$ cat src/rtl/alu_sched_pkg.sv
// Shared definitions for the ALU operation scheduler: opcodes and FSM states.
package alu_sched_pkg;

  localparam logic [1:0] OP_ADD = 2'b00;
  localparam logic [1:0] OP_SUB = 2'b01;
  localparam logic [1:0] OP_MUL = 2'b10;
  localparam logic [1:0] OP_DIV = 2'b11;

  typedef enum logic [1:0] {
    ST_IDLE = 2'b00,
    ST_EXEC = 2'b01,
    ST_DONE = 2'b10
  } sched_state_e;

endpackage

$ cat src/rtl/alu_seq_core.sv
// Iterative ALU engine: single-cycle ADD/SUB, WIDTH-cycle shift-add MUL (LSB first)
// and WIDTH-cycle restoring DIV (MSB first). Operands must stay stable from the
// start cycle until done; the start cycle already performs the first iteration.
module alu_seq_core import alu_sched_pkg::*; #(
  parameter int WIDTH = 4
) (
  input  logic                 clk,
  input  logic                 rst,
  input  logic                 start,
  input  logic [1:0]           op,
  input  logic [WIDTH-1:0]     a,
  input  logic [WIDTH-1:0]     b,
  output logic                 done,
  output logic [2*WIDTH-1:0]   result,
  output logic                 div0
);

  localparam int RES_W = 2 * WIDTH;
  localparam int CNT_W = $clog2(WIDTH + 1);

  logic                 run_q, run_d;
  logic [CNT_W-1:0]     cnt_q, cnt_d, cnt_cur;
  logic [RES_W-1:0]     acc_q, acc_d, acc_cur;
  logic [RES_W-1:0]     mcand_q, mcand_d, mcand_cur;
  logic [WIDTH-1:0]     mplier_q, mplier_d, mplier_cur;
  logic [WIDTH-1:0]     rem_q, rem_d, rem_cur;
  logic [WIDTH-1:0]     dvd_q, dvd_d, dvd_cur;
  logic                 div0_q, div0_d;
  logic                 active;
  logic [WIDTH:0]       rem_sh;
  logic                 rem_ge;

  // One iteration per active cycle; in the start cycle the working values come
  // straight from the operands so no separate load cycle is spent.
  always_comb begin
    run_d      = run_q;
    cnt_d      = cnt_q;
    acc_d      = acc_q;
    mcand_d    = mcand_q;
    mplier_d   = mplier_q;
    rem_d      = rem_q;
    dvd_d      = dvd_q;
    div0_d     = div0_q;
    done       = 1'b0;

    active     = start | run_q;
    cnt_cur    = start ? CNT_W'(WIDTH - 1) : cnt_q;
    acc_cur    = start ? '0 : acc_q;
    mcand_cur  = start ? RES_W'(a) : mcand_q;
    mplier_cur = start ? b : mplier_q;
    rem_cur    = start ? '0 : rem_q;
    dvd_cur    = start ? a : dvd_q;

    rem_sh     = {rem_cur, dvd_cur[WIDTH-1]};
    rem_ge     = (rem_sh >= {1'b0, b});

    if (start) begin
      div0_d = (op == OP_DIV) && (b == '0);
    end

    if (active) begin
      cnt_d = (cnt_cur != '0) ? cnt_cur - CNT_W'(1) : '0;
      case (op)
        OP_ADD: begin
          acc_d = RES_W'(a) + RES_W'(b);
          done  = 1'b1;
        end
        OP_SUB: begin
          acc_d = RES_W'(a) - RES_W'(b);
          done  = 1'b1;
        end
        OP_MUL: begin
          acc_d    = mplier_cur[0] ? acc_cur + mcand_cur : acc_cur;
          mcand_d  = mcand_cur << 1;
          mplier_d = mplier_cur >> 1;
          done     = (cnt_cur == '0);
        end
        default: begin
          // b==0 never borrows, so the quotient fills with ones and the
          // remainder ends up holding a.
          rem_d = rem_ge ? WIDTH'(rem_sh - {1'b0, b}) : rem_sh[WIDTH-1:0];
          dvd_d = WIDTH'({dvd_cur, rem_ge});
          done  = (cnt_cur == '0);
        end
      endcase
      run_d = ~done;
    end
  end

  // Working registers; reset aborts any iteration in progress.
  always_ff @(posedge clk) begin
    if (rst) begin
      run_q    <= 1'b0;
      cnt_q    <= '0;
      acc_q    <= '0;
      mcand_q  <= '0;
      mplier_q <= '0;
      rem_q    <= '0;
      dvd_q    <= '0;
      div0_q   <= 1'b0;
    end else begin
      run_q    <= run_d;
      cnt_q    <= cnt_d;
      acc_q    <= acc_d;
      mcand_q  <= mcand_d;
      mplier_q <= mplier_d;
      rem_q    <= rem_d;
      dvd_q    <= dvd_d;
      div0_q   <= div0_d;
    end
  end

  // Result presentation depends on the operation that produced it.
  always_comb begin
    result = (op == OP_DIV) ? {rem_q, dvd_q} : acc_q;
    div0   = div0_q;
  end

endmodule

$ cat src/rtl/alu_op_scheduler.sv
// Shares one iterative ALU engine among NREQ valid/ready requesters, one op in flight.
// Optional feature: define ALU_SCHED_RR_EN for round-robin arbitration; otherwise
// fixed priority with the lowest index winning.
module alu_op_scheduler import alu_sched_pkg::*; #(
  parameter int WIDTH = 4,
  parameter int NREQ  = 4
) (
  input  logic                      clk,
  input  logic                      rst,
  input  logic [NREQ-1:0]           req_valid,
  output logic [NREQ-1:0]           req_ready,
  input  logic [2*NREQ-1:0]         req_op,
  input  logic [WIDTH*NREQ-1:0]     req_a,
  input  logic [WIDTH*NREQ-1:0]     req_b,
  output logic                      rsp_valid,
  input  logic                      rsp_ready,
  output logic [2*WIDTH-1:0]        rsp_result,
  output logic [$clog2(NREQ)-1:0]   rsp_id,
  output logic                      rsp_err,
  output logic                      busy
);

  localparam int RES_W = 2 * WIDTH;
  localparam int ID_W  = $clog2(NREQ);

  sched_state_e       state_q, state_d;
  logic [NREQ-1:0]    grant;
  logic [ID_W-1:0]    grant_idx;
  logic               grant_any;
  logic               accept;

  logic [1:0]         op_q, op_d;
  logic [WIDTH-1:0]   a_q, a_d;
  logic [WIDTH-1:0]   b_q, b_d;
  logic [ID_W-1:0]    id_q, id_d;
  logic               start_q, start_d;

  logic               core_done;
  logic [RES_W-1:0]   core_result;
  logic               core_div0;

`ifdef ALU_SCHED_RR_EN
  logic [ID_W-1:0]    ptr_q, ptr_d;
  logic [ID_W-1:0]    cand;

  // Round-robin: search from the requester after the last one accepted.
  always_comb begin
    grant     = '0;
    grant_idx = '0;
    grant_any = 1'b0;
    cand      = '0;
    for (int unsigned k = 1; k <= NREQ; k++) begin
      cand = ID_W'((32'(ptr_q) + k) % NREQ);
      if (!grant_any && req_valid[cand]) begin
        grant_any   = 1'b1;
        grant_idx   = cand;
        grant[cand] = 1'b1;
      end
    end
  end

  // Pointer advances to the granted index only when the grant is taken.
  always_comb begin
    ptr_d = accept ? grant_idx : ptr_q;
  end

  // Pointer register; resets so that requester 0 is searched first.
  always_ff @(posedge clk) begin
    if (rst) begin
      ptr_q <= ID_W'(NREQ - 1);
    end else begin
      ptr_q <= ptr_d;
    end
  end
`else
  // Fixed priority: lowest valid index wins.
  always_comb begin
    grant     = '0;
    grant_idx = '0;
    grant_any = 1'b0;
    for (int unsigned i = 0; i < NREQ; i++) begin
      if (!grant_any && req_valid[i]) begin
        grant_any = 1'b1;
        grant_idx = ID_W'(i);
        grant[i]  = 1'b1;
      end
    end
  end
`endif

  // Next state, request acceptance and capture of the winning request.
  always_comb begin
    state_d = state_q;
    op_d    = op_q;
    a_d     = a_q;
    b_d     = b_q;
    id_d    = id_q;
    accept  = (state_q == ST_IDLE) && grant_any && !rst;
    start_d = accept;

    case (state_q)
      ST_IDLE: if (accept)    state_d = ST_EXEC;
      ST_EXEC: if (core_done) state_d = ST_DONE;
      ST_DONE: if (rsp_ready) state_d = ST_IDLE;
      default:                state_d = ST_IDLE;
    endcase

    if (accept) begin
      id_d = grant_idx;
      for (int unsigned i = 0; i < NREQ; i++) begin
        if (grant[i]) begin
          op_d = req_op[2*i +: 2];
          a_d  = req_a[WIDTH*i +: WIDTH];
          b_d  = req_b[WIDTH*i +: WIDTH];
        end
      end
    end
  end

  // FSM state and capture registers.
  always_ff @(posedge clk) begin
    if (rst) begin
      state_q <= ST_IDLE;
      op_q    <= '0;
      a_q     <= '0;
      b_q     <= '0;
      id_q    <= '0;
      start_q <= 1'b0;
    end else begin
      state_q <= state_d;
      op_q    <= op_d;
      a_q     <= a_d;
      b_q     <= b_d;
      id_q    <= id_d;
      start_q <= start_d;
    end
  end

  alu_seq_core #(
    .WIDTH (WIDTH)
  ) u_core (
    .clk    (clk),
    .rst    (rst),
    .start  (start_q),
    .op     (op_q),
    .a      (a_q),
    .b      (b_q),
    .done   (core_done),
    .result (core_result),
    .div0   (core_div0)
  );

  // Response outputs are only driven while a result is being offered.
  always_comb begin
    req_ready  = accept ? grant : '0;
    rsp_valid  = (state_q == ST_DONE);
    rsp_result = rsp_valid ? core_result : '0;
    rsp_id     = rsp_valid ? id_q : '0;
    rsp_err    = rsp_valid ? core_div0 : 1'b0;
    busy       = (state_q != ST_IDLE);
  end

endmodule
$ cat config.mk
export PLATFORM = sky130hd
export DESIGN_NAME = alu_op_scheduler
export DESIGN_NICKNAME = d
export VERILOG_FILES = /design/src/rtl/alu_sched_pkg.sv /design/src/rtl/alu_seq_core.sv /design/src/rtl/alu_op_scheduler.sv
export SDC_FILE = /design/constraint.sdc
export NUM_CORES = 1
export LEC_CHECK = 0
export ABC_AREA = 1
export BUFFER_PORTS_ARGS = -buffer_cell sky130_fd_sc_hd__buf_2
export CORE_AREA = 2 2 93 95
export CTS_CLUSTER_SIZE = 10
export DETAILED_ROUTE_END_ITERATION = 8
export DIE_AREA = 0 0 95 97
export PLACE_DENSITY = 0.65
export SYNTH_ARGS = -nofsm -noshare
export SYNTH_HDL_FRONTEND = slang
export SYNTH_HIERARCHICAL = 1
export SYNTH_SLANG_ARGS = --single-unit
$ cat constraint.sdc
create_clock -name clk -period 5.6 [get_ports clk]
set_clock_uncertainty 0.2 [all_clocks]
set_input_delay 0.28 -clock clk [delete_from_list [all_inputs] [get_ports clk]]
set_output_delay 0.28 -clock clk [all_outputs]
set_load 0.005 [all_outputs]
# Word level (Yosys, flattened, before mapping)
# Index checks and enable logic that the tools add are counted.
# classes
muxes,44
n_bitwise,3
add_sub_neg,5
eq_ne,8
n_lt_le_gt_ge,1
reduce_logical,25
# ops
op,n
4-bit two-way mux,13
8-bit two-way mux,5
8-bit one-hot mux with 3 select lines,1
2-bit two-way mux,10
1-bit two-way mux,12
8-bit adder,1
2-bit AND reduction,4
2-bit equality test (second input constant),3
1-bit logical AND,6
3-bit two-way mux,2
2-bit one-hot mux with 3 select lines,1
3-bit nonzero test,2
4-bit by 4-bit adder with 5-bit output,1
5-bit by 4-bit greater-or-equal comparator with 1-bit output,1
4-bit by 4-bit subtractor with 5-bit output,1
2-bit by 1-bit equality test with 1-bit output (second input constant),2
1-bit logical NOT,4
2-bit logical NOT,2
4-bit logical NOT,1
2-bit inequality test (second input constant),2
4-bit nonzero test,1
4-bit subtractor,1
3-bit logical NOT,1
3-bit AND reduction,1
other kinds (7),8
# word_totals
elab_cells,100
regBits,46
input_bits,47
output_inout_bits,17

# Depth between registers and ports, before layout
# Gate-level depths: netlist (run 1).
# logic_depth
ltp_word,14
depth_mapped,19
ltp_nobuf,17

# By module
# Netlist (run 1), hierarchy kept.
# modules_own_cells
module,seq_area_each_um2,cells_per_inst,instances,area_per_inst_um2
alu_seq_core,620.6,364,1,2386.0
alu_op_scheduler,300.3,230,1,1221.2

# Least setup slack after synthesis (run 1)
# OpenSTA, ideal clock, no wires.
# synth_path
path_type,reg2reg
start,register start_q
end,register u_core.acc_q[6]
period_less_slack_ps,2377
stages_incl_launch_ff,17
arrival_ps,2043
path_buffers,2
required_time_ps,5266
setup_ps,134
setup_slack_ps,3223
path_cell_list,dfxtp_1 > buf_2 > buf_1 > nor2_1 > fa_1 > nand3_1 > nand3_1 > nand3_1 > nand2_1 > nand2_1 > nand2_1 > nand2_1 > nand3_1 > nand2_1 > nand2_1 > nand2_1 > a21oi_1
# synth_via
elab_chain_len,4
elab_cells_between_ends,8
cone_classes,1 x add/sub; 5 x mux; 1 x bitwise; 1 x reduce/logical
# synth_lines
element,line,source
start: declaration,alu_op_scheduler.sv:36,"logic start_q, start_d;"
start signal: assignment,alu_op_scheduler.sv:135,start_q <= start_d;
8-bit two-way mux (on tied branches),"alu_seq_core.sv:48, alu_seq_core.sv:49",
8-bit adder,alu_seq_core.sv:73,acc_d = mplier_cur[0] ? acc_cur + mcand_cur : acc_cur;
8-bit two-way mux,alu_seq_core.sv:73,
8-bit one-hot mux with 3 select lines,alu_seq_core.sv:63,case (op)
end signal: assignment,alu_seq_core.sv:95,acc_q <= '0;
end signal: assignment,alu_seq_core.sv:104,acc_q <= acc_d;
end: declaration,alu_seq_core.sv:23,"logic [RES_W-1:0] acc_q, acc_d, acc_cur;"
# Parallel ways exist; a longest one is shown, timed or not.
# A chain may end at the register's enable or synchronous reset.

# Worst setup path in the final report (run 1)
# layout_path
start,register start_q
end,register u_core.acc_q[6]
# layout_via
elab_chain_len,4
elab_cells_between_ends,8
cone_classes,1 x add/sub; 5 x mux; 1 x bitwise; 1 x reduce/logical
# layout_lines
element,line,source
8-bit two-way mux,alu_seq_core.sv:49,mcand_cur = start ? RES_W'(a) : mcand_q;
via u_core.mcand_cur[1],alu_seq_core.sv:24,"logic [RES_W-1:0] mcand_q, mcand_d, mcand_cur;"
8-bit adder,alu_seq_core.sv:73,
8-bit two-way mux,alu_seq_core.sv:73,
8-bit one-hot mux with 3 select lines,alu_seq_core.sv:63,
# The timed path passes the listed nets, and every way through them passes these cells.

==> results.md, run 1 <==
Worst setup path:
- The standard cell with the maximum stage delay on the critical path is dfxtp_1.
- In this run the worst path has a maximum fanout of 22.
- The startpoint identified for the worst register-to-register timing path is start_q$_SDFF_PP0_.
- The worst setup path is of the register to register kind.
- The launching instance or port of the critical path is start_q$_SDFF_PP0_.
- In this run the critical register-to-register path is captured at u_core/acc_q[6]$_SDFFE_PP0P_.
- In this design, the stage delay of the slowest critical-path cell is 0.86 ns.
- The data required time of the worst path is 5.58 ns.
- The critical path capture point is u_core/acc_q[6]$_SDFFE_PP0P_.
- For flop-to-flop paths, the worst setup slack is 2.44 ns.
- By instance count, the cell type seen most on the critical path is nand2_1.
- For the worst flop-to-flop path, the logic depth is 16.
- Traced cell by cell, the critical path runs through inv_2 -> nand2_1 -> nand2_1 -> fa_1 -> nand3_1 -> nand3_1 -> nand3_1 -> nand2_1 -> nand2_1 -> nand2_1 -> nand2_1 -> nand3_1 -> nand2_1 -> nand2_1 -> nand2_1 -> a21oi_1.
- Data arrives at the worst endpoint at 3.14 ns.
- The worst setup path is launched from a register.
- The critical path endpoint category is a register.

STA:
- Setup repair after global routing left no endpoint under its margin.
- The worst hold slack after final layout is 0.02291 ns.
- The max-slew violation count is 0.
- The worst path uses 56.50% of the clock period.
- The worst pin sits at a relative slew slack of 39.69%.
- The final critical delay including setup and external delays is 3.164 ns.
- The pin slew with the least headroom to its limit is 0.9013 ns.
- Based on the critical path, the design can be clocked at up to 0.3161 GHz.
- The final hold violation count was 0.
- Setup violations remaining at the end of the flow were counted as 0.
- In the final timing run, aggregate negative setup slack is 0 ns.

Clocking:
- The clock slew seen by the registers of the worst setup and hold paths is 0.09 ns.
- The tree is rooted in a clkbuf_8.
- The post-cts gate resize count is 0.
- The TritonCTS clock tree is yes.
- Buffers added to address setup during post-CTS repair amount to 0.
- The clock insertion delay at the later pin of the skew report is 0.30 ns.
- CTS built an H-tree with a depth of 2.
- The count of clock tree sinks is 46.
- The number of clock buffers inserted by TritonCTS is 5.
- The buffer depth of the longest clock path is 2.
- The number of hold buffers added after CTS is 0.

Place:
- The detailed placement HPWL is 7310 um.
- Input and output buffers added on the ports amount to 63.
- The instance area after placement is 3928 um2.
- The weighted congestion at the end of routability-driven global placement is 0.8961.

Drt:
- The routed layout has 3754 vias.
- The count of nets left with antenna violations once routing finished came out at 0.
- The average detailed-routed wire length per instance is 12.58 um.
- The first detailed-routing pass ran for 5 iterations.
- Using the TritonRoute via totals, the vias-per-cell ratio works out to 5.019.
- In this run, the number of DRC markers left after iteration 0 of detailed routing was 178.
- The routed wire length is 9412 um.
- The total DRC errors in the routed layout is 0.

Synthesis:
- Each instance of the synthesized netlist takes up on average 6.073 um2.
- The number of unique standard cell types used by synthesis is 38.
- The number of nets in the synthesized netlist is 667.
- The async set or reset register ratio after synthesis is 0%.
- The share of Yosys cell area claimed by the top area cell type is 25.53%.
- The most used flip-flop cell after synthesis is dfxtp_1.
- Yosys printed 6 warnings.
- The mapped cell area is 3607 um2.
- Synthesis inferred 46 register bits.
- The number of standard cells after synthesis is 594.
- Ranked by total cell area, the synthesized netlist is headed by dfxtp_1, nand2_1, inv_1.
- Summing the sequential cell areas from Yosys gives 25.53% of the chip area.
- The cell accounting for the most synthesized area is dfxtp_1.
- The synthesized design contains 0 enable-type register cells.

Global route:
- In the global route stage, met3 resource usage came out at 3.505%.
- The initial antenna violation count came to 0.
- For this run, global-route usage on met2 was measured as 33.82%.
- Entering global routing, the biggest net connects 23 pins.
- The busiest metal layer after global routing is met2.
- The via count of the first global-routing pass is 3401.
- The global routing usage on met1 is 28.97%.
- The sum of overflow across all layers after global routing is 0.
- For this run, the total global-route usage over all layers was measured as 20.98%.
- The first global-routing pass estimated 15590 um of wire.

Run:
- The max-cap check violation count is 0.

Power:
- The maximum resistive drop on vdd is 0.1104 mV.
- The power per cell area is 234.4 nW/um2.
- The leakage power is 0.002173 uW.

Floorplanning:
- After floorplanning, the core was sized to cover 8134 um2.
- The boundary pin count is 64.
- The die is 95 um wide.
- The floorplan row count is 33.
- Measured along the y axis, the die boundary spans 97 um.
- The die covers 9215 um2.
- The initial core utilization is 44.35%.

Cells and area:
- The library cells used most frequently in the layout, excluding fill and tap cells, are nand2_1, inv_1, buf_2.
- The synthesis-to-finish area growth is 12.83%.
- At the end of the flow, the number of nets in the layout was 715.
- The layout has 848 filler cells.
- 0 antenna diodes ended up in the layout.
- The leading cell type in the layout, fill and taps excluded is nand2_1.
- The layout cell share with drive strength beyond 1 is 14.00%.
- The finished cells cover 4070 um2.

Worst hold path:
- The tightest min-delay check is of the input pin to register type.

Run status:
- The flow ran to the end, and the final reports show no timing, DRC or antenna violations.
report_power, final:
part	internal [uW]	switching, uW
sequential	351	28.6
clock	190	118
combinational	92.7	174
state kept, by name (all words and copies together) (netlist names):
signal and count:
u_core/acc_q 8, u_core/mcand_q 7, a_q 4, b_q 4, u_core/dvd_q 4, u_core/rem_q 4, u_core/cnt_q 3, u_core/mplier_q 3
id_q 2, op_q 2, state_q 2, start_q 1, u_core/div0 1, u_core/run_q 1
area by class of cell:
type	count	area (um2)	share of cell area, %
Timing Repair Buffer	63	315.3	7.747
Multi-Input combinational cell	413	2136	52.47
Clock inverter	2	60.06	1.476
Inverter	113	424.2	10.42
Sequential cell	46	920.9	22.63
Tap cell	105	131.4	3.228
Clock buffer	6	82.58	2.029
Yosys cell counts (2+ instances only):
master    count
ha_1         22
inv_2         2
nor3_1        3
o21ai_1       3
or2_2         2
a21oi_1      31
buf_2         8
a21oi_2       2
fa_1          4
o21bai_1      2
a31oi_1      11
nand3_1      34
xor2_1        4
o31ai_1       2
buf_6         4
dfxtp_1      46
nand2_2       3
o21ai_0      33
clkbuf_1      8
nor2_2        2
nand4_1       4
o211ai_1      3
nor2_1       60
inv_1       111
nand3_2       5
nand2_1     173
worst min-delay path by stage:
stage / start / end / slack (ns) / depth (start not counted)
after floorplan: rst / state_q[0]$_SDFFE_PP0P_ / 0.15 / 1
after global placement: id_q[1]$_SDFFE_PP0N_ / id_q[1]$_SDFFE_PP0N_ / 0.24 / 2
after detailed placement: id_q[1]$_SDFFE_PP0N_ / id_q[1]$_SDFFE_PP0N_ / 0.25 / 2
after CTS: rsp_ready / state_q[1]$_SDFFE_PP0P_ / 0.01 / 3
after global routing: rsp_ready / state_q[1]$_SDFFE_PP0P_ / 0.03 / 3
final: rsp_ready / state_q[1]$_SDFFE_PP0P_ / 0.02 / 3
kinds of logic after synthesis:
group                    synth area share [%]
AO/OA/AOI/OAI                           14.36
XOR/XNOR                                1.214
adder cells (fa/ha/maj)                 9.851
buffers and inverters                   15.26
flip-flops                              25.53
other                                  0.1040
AND/OR/NAND/NOR                         33.68
layer usage:
layer | up-vias | wire length (um)
li1 | 1934 | -
met1 | 1699 | 4467
met2 | 109 | 4309
met3 | 12 | 532
met4 | 0 | 102
met5 | - | 0
through the flow:
stage | cells | util [%] | total power, uW | worst slack (ns)
2_1_floorplan | 594 | - | 577.2 | 3.223
3_3_place_gp | 740 | 48.28 | 645.9 | 2.640
3_5_place_dp | 740 | 48.28 | 650.1 | 2.525
4_1_cts | 748 | 50.04 | 961.3 | 2.507
5_1_grt | 748 | 50.04 | 1017 | 2.233
6_report | 748 | 50.04 | 954.1 | 2.436
worst max-delay path, delay by kind of cell (launching register included):
| kind | cells | cell delay, ns |
|---|---|---|
| buffers and inverters | 1 | 0.36 |
| flip-flops | 1 | 0.86 |
| AO/OA/AOI/OAI | 1 | 0.06 |
| adder cells (fa/ha/maj) | 1 | 0.47 |
| AND/OR/NAND/NOR | 13 | 1.07 |
No activity file was read; power rests on OpenSTA's default activity.
==> run 2: changes to the inputs <==
- clock period: 5.6 -> 3.05 ns (I/O delays scaled with it)
==> run 2 against run 1 <==
Critical endpoint is now u_core/rem_q[2]$_SDFFE_PP0P_. Core utilization rose by 0.72 points. Highest routed layer unchanged. Cell count rose by 1.6%. Via count shrank 0.43%.
==> results.md, run 2 (synthesis gave the netlist of run 1 again) <==
Clocking:
- The number of clock buffers inserted by TritonCTS is 5 (unchanged).
- The TritonCTS clock tree is yes (unchanged).
- The buffer depth of the longest clock path came to 2 (unchanged).
- The count of clock tree sinks was 46 (unchanged).
- The depth of the CTS H-tree is 2 (unchanged).
- The clock insertion delay at the later pin of the skew report is 0.31 ns (was 0.30 ns).
- The post-cts gate resize count is 0 (unchanged).
- The master cell of the clock root buffer is clkbuf_8 (unchanged).
- The clock slew seen by the registers of the worst setup and hold paths is 0.09 ns (about the same).

Cells and area:
- The fraction of the core area covered by cells at the end of the flow is 50.76% (was 50.04%).
- The number of antenna cells inserted is 0 (unchanged).
- The register containing the most flip-flops in the final layout was u_core/acc_q (unchanged).
- Commonest non-fill, non-tap cells in the layout: nand2_1, inv_1, buf_2 (unchanged).
- The flip-flop count of the largest register after layout is 8 (unchanged).
- The leading cell type in the layout, fill and taps excluded is nand2_1 (unchanged).
- The synthesis-to-finish area growth is 14.46% (was 12.83%).
- The number of nets at the end of the flow is 727 (was 715).
- Registers with the most flip-flops: u_core/acc_q x8, u_core/mcand_q x7 (unchanged).
- The layout cell share with drive strength beyond 1 was 14.20% (was 14.00%).

Floorplanning:
- The floorplan row count is 33 (unchanged).
- The floorplan die width was 95 um (unchanged).
- The die height was 97 um (unchanged).
- The area enclosed by the die boundary is 9215 um2 (unchanged).
- The initial core utilization is 44.35% (unchanged).
- The area of the core is 8134 um2 (unchanged).
- The boundary pin count is 64 (unchanged).

Drt:
- The total DRC errors in the routed layout is 0 (unchanged).
- The average detailed-routed wire length per instance was 12.62 um (was 12.58 um).
- The routed via count came to 3738 (was 3754).
- The number of detailed-routing iterations run before antenna repair was 6 (was 5).
- The count of nets left with antenna violations after detail routing is 0 (unchanged).
- The routed wire length is 9591 um (was 9412 um).
- The detailed router's first-iteration violation count came to 221 (was 178).
- The detail-routed via count per cell is 4.918 (was 5.019).

Worst setup path:
- The family with the most delay on the worst path is flip-flops (was simple AND/OR/NAND/NOR gates).
- The signal arrival time at the worst endpoint is 2.65 ns (was 3.14 ns).
- The standard cell with the maximum stage delay on the critical path is dfxtp_1 (unchanged).
- Critical path cell sequence: buf_4 -> nor2_1 -> ha_1 -> nand2_1 -> o21ai_1 -> inv_1 -> nor2_1 -> inv_1 -> nand2_1 -> inv_2 -> nand2_1 -> o21ai_1 -> o21ai_0 -> inv_1 (was inv_2 -> nand2_1 -> nand2_1 -> fa_1 -> nand3_1 -> nand3_1 -> nand3_1 -> nand2_1 -> nand2_1 -> nand2_1 -> nand2_1 -> nand3_1 -> nand2_1 -> nand2_1 -> nand2_1 -> a21oi_1).
- The critical path buffer and inverter count is 5 (was 1).
- The start-to-end type of the worst setup path was register to register (unchanged).
- The critical path endpoint category is a register (unchanged).
- The number of cells on the critical path is 14 (was 16).
- The data required time of the worst path is 3.07 ns (was 5.58 ns).
- The startpoint class of the critical path is a register (unchanged).
- The delay of the slowest critical-path stage is 0.60 ns (was 0.86 ns).
- The highest net fanout along the worst path is 13 (was 22).
- The path depth of the worst reg2reg path was 14 (was 16).

Power:
- The sequential cell fraction of total power came to 43.3% (was 39.7%).
- The power per cell area is 387.6 nW/um2 (was 234.4 nW/um2).
- The net switching share of the total power was 36.82% (was 33.57%).
- The proportion of power drawn by combinational gates is 31.7% (was 27.9%).
- The clock group share of total power is 25.0% (was 32.3%).
- The switching power came to 589.3 uW (was 320.3 uW).
- The maximum resistive drop on vdd came to 0.2120 mV (was 0.1104 mV).
- The cell internal power dissipation was 1011 uW (was 633.8 uW).
- The leakage power is 0.002203 uW (was 0.002173 uW).

Place:
- The weighted congestion at the end of routability-driven global placement is 0.9070 (was 0.8961).
- The detailed placement HPWL is 7454 um (was 7310 um).
- The count of input and output buffers is 63 (unchanged).
- The setup slack after placement is 0.4866 ns (was 2.525 ns).

STA:
- The max-slew violation count is 0 (unchanged).
- The normalized max-slew margin is 46.10% (was 39.69%).
- The final critical delay including setup and external delays came to 2.639 ns (was 3.164 ns).
- The setup TNS is 0 ns (unchanged).
- The worst-case setup margin in the final layout is 0.4111 ns (was 2.436 ns).
- The final count of negative-setup-slack endpoints is 0 (unchanged).
- The final hold violation count is 0 (unchanged).
- RSZ-0062 raised after global routing: no (unchanged).
- The pin slew with the least headroom to its limit is 0.8055 ns (was 0.9013 ns).
- The fmax is 0.3789 GHz (was 0.3161 GHz).
- The final worst-path cycle share is 86.52% (was 56.50%).

Global route:
- The sum of overflow across all layers after global routing is 0 (unchanged).
- The wire length of the first global-routing pass is 16410 um (was 15590 um).
- The global routing usage summed across all routing layers came to 21.91% (was 20.98%).
- The largest net degree at the start of global routing is 21 (was 23).
- The initial antenna violation count is 0 (unchanged).
- The via count of the first global-routing pass came to 3657 (was 3401).

Run:
- The max-cap check violation count came to 0 (unchanged).

Worst hold path:
- The path type of the worst min-delay path was input pin to register (unchanged).
- The cell depth of the worst min-delay path is 7 (was 3).

Run status:
- Outcome: completed (unchanged).
## run 2: changes by cell type in the layout (fill, tap and decap cells not counted), sizes merged
cell	delta
buf	+4
bufinv	-2
clkbuf	+1
clkinv	+1
dlygate4sd3	+8
## run 2: metal layers
layer	GRT usage [%]	part of all wire, %	up-vias
met4	4.682	1.1	0
met5	0	0	-
met2	36.99	48	98
met1	28.40	46	1668
li1	-	-	1958
met3	4.829	5.1	14
## run 2: layout make-up
type | instances | area [um2]
Inverter | 113 | 424.2
Tap cell | 105 | 131.4
Fill cell | 832 | 4005
Clock inverter | 1 | 5.005
Clock buffer | 7 | 86.33
Sequential cell | 46 | 920.9
Multi-Input combinational cell | 413 | 2136
Timing Repair Buffer | 75 | 425.4
## run 2: worst reg2reg max path, delay by kind of cell (launching register included)
kind                     cells  cell delay, ns
AO/OA/AOI/OAI                3            0.38
adder cells (fa/ha/maj)      1            0.32
buffers and inverters        5            0.51
flip-flops                   1            0.60
AND/OR/NAND/NOR              5            0.54
## run 2: power groups by stage
stage	registers, uW	clock network [uW]	logic, uW
6_report	694	400	507
5_1_grt	700	439	576
4_1_cts	693	410	502
3_5_place_dp	706	0	492
3_3_place_gp	707	0	480
2_1_floorplan	687	0	373
## run 2: what timing repair did
item	CTS	global route
buffers inserted	0	0
hold endpoints to repair	8	0
hold buffers	8	0
## run 2: worst paths after layout
check	endpoint	start	slack, ns
min reg2reg	id_q[1]$_SDFFE_PP0N_	id_q[1]$_SDFFE_PP0N_	0.26
max reg2reg	u_core/rem_q[2]$_SDFFE_PP0P_	start_q$_SDFF_PP0_	0.41
min	a_q[0]$_SDFFE_PP0P_	req_a[4]	0.03
max	u_core/rem_q[2]$_SDFFE_PP0P_	start_q$_SDFF_PP0_	0.41
## run 2: stage by stage
step           cell area [um2]  hold slack, ns  power [uW]  instances
6_report                  4129         0.02973        1600        760
5_1_grt                   4129         0.07195        1715        760
4_1_cts                   4129         0.03191        1606        760
3_5_place_dp              3958          0.2201        1199        744
3_3_place_gp              3958          0.2144        1186        744
2_1_floorplan             3607         0.02157        1060        594
